<file path="src/rtl/rf_writeback.sv">
// Register-file writeback queue: merges ALU and load results into a small FIFO
// that drains one register write per cycle and exposes queued data for bypass.
module rf_writeback #(
    parameter int DEPTH = 4
) (
    input  logic                       CLK,
    input  logic                       RST,
    input  logic                       ALU_VALID,
    input  logic [4:0]                 ALU_RD,
    input  logic [31:0]                ALU_DATA,
    output logic                       ALU_READY,
    input  logic                       MEM_VALID,
    input  logic [4:0]                 MEM_RD,
    input  logic [31:0]                MEM_DATA,
    output logic                       MEM_READY,
    output logic [4:0]                 WNUM,
    output logic [31:0]                WDATA,
    input  logic [4:0]                 RNUM1,
    input  logic [4:0]                 RNUM2,
    output logic                       FWD1_HIT,
    output logic                       FWD2_HIT,
    output logic [31:0]                FWD1_DATA,
    output logic [31:0]                FWD2_DATA,
    output logic [$clog2(DEPTH):0]     COUNT,
    output logic                       FULL,
    output logic                       EMPTY
);

    localparam int AW = $clog2(DEPTH);
    localparam int CW = AW + 1;

    logic [4:0]    r_rd   [DEPTH];
    logic [31:0]   r_data [DEPTH];
    logic [AW-1:0] r_wptr;
    logic [AW-1:0] r_rptr;
    logic [CW-1:0] r_count;

    logic          w_full;
    logic          w_empty;
    logic          w_alu_hs;
    logic          w_mem_hs;
    logic          w_push;
    logic          w_pop;
    logic [4:0]    w_push_rd;
    logic [31:0]   w_push_data;
    logic [32:0]   w_fwd1;
    logic [32:0]   w_fwd2;

    assign w_full  = (r_count == CW'(DEPTH));
    assign w_empty = (r_count == '0);

    assign ALU_READY = !w_full;
    assign MEM_READY = !w_full && !ALU_VALID;

    assign w_alu_hs    = ALU_VALID && ALU_READY;
    assign w_mem_hs    = MEM_VALID && MEM_READY;
    assign w_push_rd   = w_alu_hs ? ALU_RD : MEM_RD;
    assign w_push_data = w_alu_hs ? ALU_DATA : MEM_DATA;
    // Writes to x0 complete the handshake but are never queued.
    assign w_push      = (w_alu_hs || w_mem_hs) && (w_push_rd != 5'd0);
    assign w_pop       = !w_empty;

    always_ff @(posedge CLK) begin
        if (w_push) begin
            r_rd[r_wptr]   <= w_push_rd;
            r_data[r_wptr] <= w_push_data;
        end
    end

    always_ff @(posedge CLK or posedge RST) begin
        if (RST) begin
            r_wptr  <= '0;
            r_rptr  <= '0;
            r_count <= '0;
        end else begin
            if (w_push) r_wptr <= r_wptr + 1'b1;
            if (w_pop)  r_rptr <= r_rptr + 1'b1;
            case ({w_push, w_pop})
                2'b10:   r_count <= r_count + 1'b1;
                2'b01:   r_count <= r_count - 1'b1;
                default: r_count <= r_count;
            endcase
        end
    end

    // Walks oldest to youngest so the last match wins: {hit, data}.
    function automatic logic [32:0] f_lookup(input logic [4:0] rnum);
        logic [32:0]   res;
        logic [AW-1:0] idx;
        res = '0;
        for (int i = 0; i < DEPTH; i++) begin
            idx = r_rptr + AW'(i);
            if ((CW'(i) < r_count) && (rnum != 5'd0) && (r_rd[idx] == rnum))
                res = {1'b1, r_data[idx]};
        end
        return res;
    endfunction

    always_comb begin
        w_fwd1 = f_lookup(RNUM1);
        w_fwd2 = f_lookup(RNUM2);
    end

    assign FWD1_HIT  = w_fwd1[32];
    assign FWD1_DATA = w_fwd1[31:0];
    assign FWD2_HIT  = w_fwd2[32];
    assign FWD2_DATA = w_fwd2[31:0];

    assign WNUM  = w_empty ? 5'd0  : r_rd[r_rptr];
    assign WDATA = w_empty ? 32'd0 : r_data[r_rptr];

    assign COUNT = r_count;
    assign FULL  = w_full;
    assign EMPTY = w_empty;

endmodule
</file>
<file path="config.mk">
export PLATFORM = sky130hd
export DESIGN_NAME = rf_writeback
export DESIGN_NICKNAME = d
export VERILOG_FILES = /design/src/rtl/rf_writeback.sv
export SDC_FILE = /design/constraint.sdc
export NUM_CORES = 1
export LEC_CHECK = 0
export CORE_UTILIZATION = 55
export CTS_CLUSTER_DIAMETER = 60
export CTS_CLUSTER_SIZE = 16
export DETAILED_ROUTE_END_ITERATION = 7
export DONT_BUFFER_PORTS = 1
export HOLD_SLACK_MARGIN = 0.02
export PLACE_DENSITY = 0.69
export SETUP_SLACK_MARGIN = 0.02
export SLEW_MARGIN = 10
export SYNTH_ARGS = -nofsm -noshare
export SYNTH_HDL_FRONTEND = slang
export SYNTH_SLANG_ARGS = --single-unit
</file>
<file path="constraint.sdc">
create_clock -name CLK -period 6.7 [get_ports CLK]
set_clock_uncertainty 0.15 [all_clocks]
set_input_delay 1.34 -clock CLK [delete_from_list [all_inputs] [get_ports CLK]]
set_output_delay 1.34 -clock CLK [all_outputs]
set_load 0.01 [all_outputs]
</file>
Word level (Yosys, flattened, before mapping)
Memory sizes are Yosys's and may differ from the RTL's.
Cells that the tools add are included.
{ "op_classes": {"order_cmp": 4, "eq_ne": 11, "add_sub_neg": 6, "muxes": 15, "n_reduce_logical": 29} }
{ "op_table": {"columns": ["operator", "count"], "rows": [
  ["$mux 33", 8],
  ["$mux 32", 2],
  ["$eq 5x5->1", 8],
  ["$logic_and 1x1->1", 20],
  ["$reduce_bool 5->1", 3],
  ["$mux 5", 2],
  ["$lt 1x3->1 const A", 2],
  ["$lt 2x3->1 const A", 2],
  ["$pmux 3 s2", 1],
  ["$add 2x1->2 const B", 2],
  ["$add 2x2->2 const B", 2],
  ["$add 3x1->3 const B", 1],
  ["$eq 3x3->1 const B", 1],
  ["$logic_not 1->1", 3],
  ["$logic_not 3->1", 1],
  ["$sub 3x1->3 const B", 1],
  ["$eq 2x1->1 const B", 1],
  ["$eq 2x2->1 const B", 1],
  ["$mux 1", 2],
  ["$reduce_bool 2->1", 1],
  ["$logic_or 1x1->1", 1]
]} }
{ "word_totals": {"ff_bits": 7, "out_inout_bits": 110, "word_cells": 70, "ram_bits": 148, "n_memories": 2, "input_bits": 88} }
{ "mem_list": {"columns": ["memory", "depth", "width", "read_ports", "rd_clocked_by_memory_dff", "wr", "line", "text"], "rows": [
  ["r_data", 4, 32, 4, 0, 1, "33", "logic [31:0] r_data [DEPTH];"],
  ["r_rd", 4, 5, 4, 0, 1, "32", "logic [4:0] r_rd [DEPTH];"]
]} }

Depth between registers and ports, before layout
{ "logic_depth": {"ltp_word": 8, "mapped_depth": 13} }

Worst setup path before layout
Ideal clock, no wire load.
{ "synth_path": {"path_type": "input to output", "startpoint": "in RNUM1[1]", "endpoint": "out FWD1_DATA[22]", "setup_slack_ns": 1.777, "path_buffers": 4, "cell_stages": 10, "arrival_time_ns": 3.433, "cell_sequence": "clkbuf_1 -> xnor2_1 -> nor4_1 -> a22oi_1 -> or3_1 -> buf_2 -> a211o_1 -> buf_6 -> buf_6 -> o221ai_2"} }
{ "synth_between": {"elab_chain_len": 7, "word_cells_on_any_way": 17, "classes_between": "eq/ne: 4; mux: 4; reduce/logical: 9"} }
{ "synth_rtl": {"columns": ["element", "line", "text"], "rows": [
  ["start, declared", "18", "input logic [4:0] RNUM1,"],
  ["$reduce_bool 5->1", "93", "if ((CW'(i) < r_count) && (rnum != 5'd0) && (r_rd[idx] == rnum))"],
  ["$logic_and 1x1->1 (2 in series)", "93", null],
  ["$mux 33 (3 in series)", "93", null],
  ["$mux 33 (*)", "93", null],
  ["end, declared", "22", "output logic [31:0] FWD1_DATA,"]
]} }
Mark *: on every way between the ends. The rest lies on a longest branch, timed or not.

Worst setup path after layout
{ "layout_path": {"startpoint": "reg r_rptr[1]", "endpoint": "out FWD2_DATA[3]"} }
{ "layout_between": {"elab_chain_len": 7, "word_cells_on_any_way": 17, "classes_between": "add/sub: 3; eq/ne: 4; mux: 4; reduce/logical: 4; memory: 2"} }
{ "layout_rtl": {"columns": ["element", "line", "text"], "rows": [
  ["start, declared", "35", "logic [AW-1:0] r_rptr;"],
  ["start signal, assigned", "77", "if (w_pop) r_rptr <= r_rptr + 1'b1;"],
  ["$add 2x1->2 / $mem_v2 4x5 (equally long branches)", null, null],
  ["$mem_v2 4x5 / $eq 5x5->1 (equally long branches)", null, null],
  ["$eq 5x5->1 / $logic_and 1x1->1 (equally long branches)", "93", null],
  ["$logic_and 1x1->1 / $mux 33 (equally long branches)", "93", null],
  ["$mux 33 (2 in series)", "93", null],
  ["$mux 33 (*)", "93", null],
  ["end, declared", "23", "output logic [31:0] FWD2_DATA,"]
]} }
Marked as above.

==> results_dict.tcl <==
set metrics [dict create \
    maxCapViolations 0 \
    synthSimpleGateAreaFrac_pct 9.291 \
    io_pins 198 \
    cts_tree "done" \
    routed_wl_mm 29.72 \
    grt_pass1_wl_mm 44.95 \
    drive_above_1_share_pct 15.93 \
    gp_congestion 0.9833 \
    holdBufCountCts 0 \
    worstPathRequired_ps 5210 \
    antenna-diode-count 0 \
    post_synth.cell_area_avg_um2 10.57 \
    cts_resized 0 \
    final_util_pct 59.50 \
    run_status "complete, no violations" \
    synth_edf_count 148 \
    power.leakage_nw 4.294 \
    slew_violations 0 \
    cts_htree_levels 4 \
    cts_buffer_depth 2 \
    setup_tns_ps 0 \
    synth.most_common_cell "edfxtp_1" \
    hold_slack_ps 504.8 \
    portBuffers 0 \
    drtPass1Iterations 5 \
    r2r_cells 9 \
    synthCells 1077 \
    synth_top_family_by_area "multiplexers" \
    worstMarginPinSlew_ps 1060 \
    period_needed_ps 5847 \
    synthMuxAreaShare_pct 20.81 \
    total_power_mw 6.291 \
    min-delay-path-class "flop to flop" \
    min_from "r_wptr[0]$_DFFE_PP0P_" \
    synth.area.top_cells "edfxtp_1 39%, mux2i_1 10%, mux2_2 6.7%" \
    hold_path_depth 2 \
    vias 8703 \
    critPathCaptureType "output pin" \
    grt.overflow.total 0 \
    period_share_pct 87.27 \
    grt_max_degree 187 \
    vdd_drop_max_mv 0.4023 \
    setup.worst_path.start "r_rptr[1]$_DFFE_PP0N_" \
    die_area_um2 21270 \
    synth_compound_area_share_pct 20.14 \
    hold_viol 0 \
    drt-met1-wl_mm 12.59 \
    yosys.area_share.xor_xnor_pct 3.925 \
    nets 1107 \
    synth_cell_types 46 \
    critPathMaxFanout 186 \
    synth_top_area_share_pct 39.05 \
    cp-start-kind "flop" \
    wl_met3_mm 2.376 \
    die_h_um 145.8 \
    clock_sinks 155 \
    ys_async_sr_fraction_pct 4.516 \
    ys_dominant_reg_cell "edfxtp_1" \
    clkLatencyLatePin_ps 420 \
    p_per_area_nw_per_um2 522.5 \
    route.met2.wl_mm 14.00 \
    ys_seq_area_share_pct 40.59 \
    antenna_found_initial 0 \
    clk_pin_slew_ps 60 \
    start_util_pct 56.24 \
    clock.fmax_mhz 171.0 \
    routed.top_layer "met4" \
    critical_path_class "flop to output pin" \
    areaGrowthSynthToFinish_pct 5.805 \
    netlist_top_cells_count "148 x edfxtp_1, 120 x a21oi_1, 116 x mux2i_1" \
    cts_buffers 17 \
    cts_root_buffer "clkbuf_16" \
    dieWidth_um 145.8 \
    setup_violations 0 \
    avgViaCountPerCell 6.731 \
    grtUsageTotal_pct 27.54 \
    dp_hpwl_mm 19.60 \
    cts_setup_buffers 0 \
    wire_per_inst_um 22.98 \
    setup_ws_ps 853.2 \
    rsz0062_at_grt "no" \
    num_rows 52 \
    syn_nets 1174 \
    synth_warnings 0 \
    synth_top_cell_by_area "edfxtp_1" \
    ys_ff_latch 155 \
    syn-cell-area_um2 11380 \
    ant_nets 0 \
    r2r_start "COUNT[0]$_DFFE_PP0P_" \
    drc_errors 0 \
    grt_pass1_vias 8118 \
    core_um2 20230 \
    critical_path_arrival_ps 4360 \
    yosys.area_share.adder_pct 0.9896 \
    place_ws_ps 1198 \
    drt_iter0_drc 728 \
    slew_headroom_pct 29.34 \
]
-- cell usage in the layout (no fill, tap or decap), types with 16 or more instances in the layout --
cell type	instances
a211oi_1	60
a21oi_1	120
a221o_1	29
a22o_1	29
and2_1	37
buf_4	17
clkbuf_16	17
edfxtp_1	148
mux2_2	68
mux2i_1	116
mux4_2	18
nand2_1	73
nor2_1	45
nor2b_1	28
o21ai_0	33
o221ai_1	19
xnor2_1	35
xor2_1	16
-- critical path, cell delays in order, from the launching register on --
cell and delay [ps]:
dfrtp_4 700, buf_12 600, mux4_2 490, a211o_1 250, a21oi_1 120, nand4_1 170
nor2_4 490, buf_4 390, a221oi_1 130, o31ai_1 540
-- routing by layer --
layer / track usage, % / up-vias
met2: 44.00 / 391
met5: 0 / -
met4: 11.58 / 0
met3: 5.361 / 48
met1: 36.66 / 4246
li1: - / 4018
-- final timing paths --
| kind | end | slack, ps |
|---|---|---|
| worst max-delay path | FWD2_DATA[3] | 850 |
| worst min-delay path | r_wptr[0]$_DFFE_PP0P_ | 500 |
| worst max register to register | r_data[0][7]$_DFFE_PP_ | 2680 |
| worst min register to register | r_wptr[0]$_DFFE_PP0P_ | 500 |
| max in group asynchronous | r_rptr[1]$_DFFE_PP0N_ | 5550 |
| min in group asynchronous | COUNT[2]$_DFFE_PP0P_ | 590 |
-- cells by family (layout without fill, tap and decap cells) --
kind of cell / after synthesis / after routing
flops: 155 / 155
buf+inv: 114 / 60
fa+ha+maj: 9 / 9
simple gates: 220 / 220
mux: 204 / 204
xor+xnor: 51 / 51
compound gates: 324 / 324
-- layout make-up --
| class | instances | area, µm² |
|---|---|---|
| Clock buffer | 17 | 425.4 |
| Clock inverter | 15 | 138.9 |
| Fill cell | 1697 | 8194 |
| Inverter | 10 | 40.04 |
| Multi-Input combinational cell | 808 | 6324 |
| Sequential cell | 155 | 4627 |
| Tap cell | 270 | 337.8 |
| Timing Repair Buffer | 18 | 147.6 |
-- report_power, final --
group | leakage (nW) | switching (mW) | total, mW | internal [mW]
Sequential | 1.45 | 0.212 | 1.66 | 1.45
Combinational | 2.57 | 2.37 | 3.72 | 1.35
Clock | 0.272 | 0.399 | 0.916 | 0.517
Total | 4.29 | 2.98 | 6.29 | 3.31
-- metrics by stage --
step	area, µm²	instances
6_report	12040	1293
5_1_grt	12040	1293
4_1_cts	12040	1293
3_5_place_dp	11480	1261
3_3_place_gp	11480	1261
2_1_floorplan	11380	1077
-- sequential cells by signal (all words and copies together) (netlist names) --
signal,count
r_data,128
r_rd,20
COUNT,3
r_rptr,2
r_wptr,2
No activity file was read; power rests on OpenSTA's default activity.
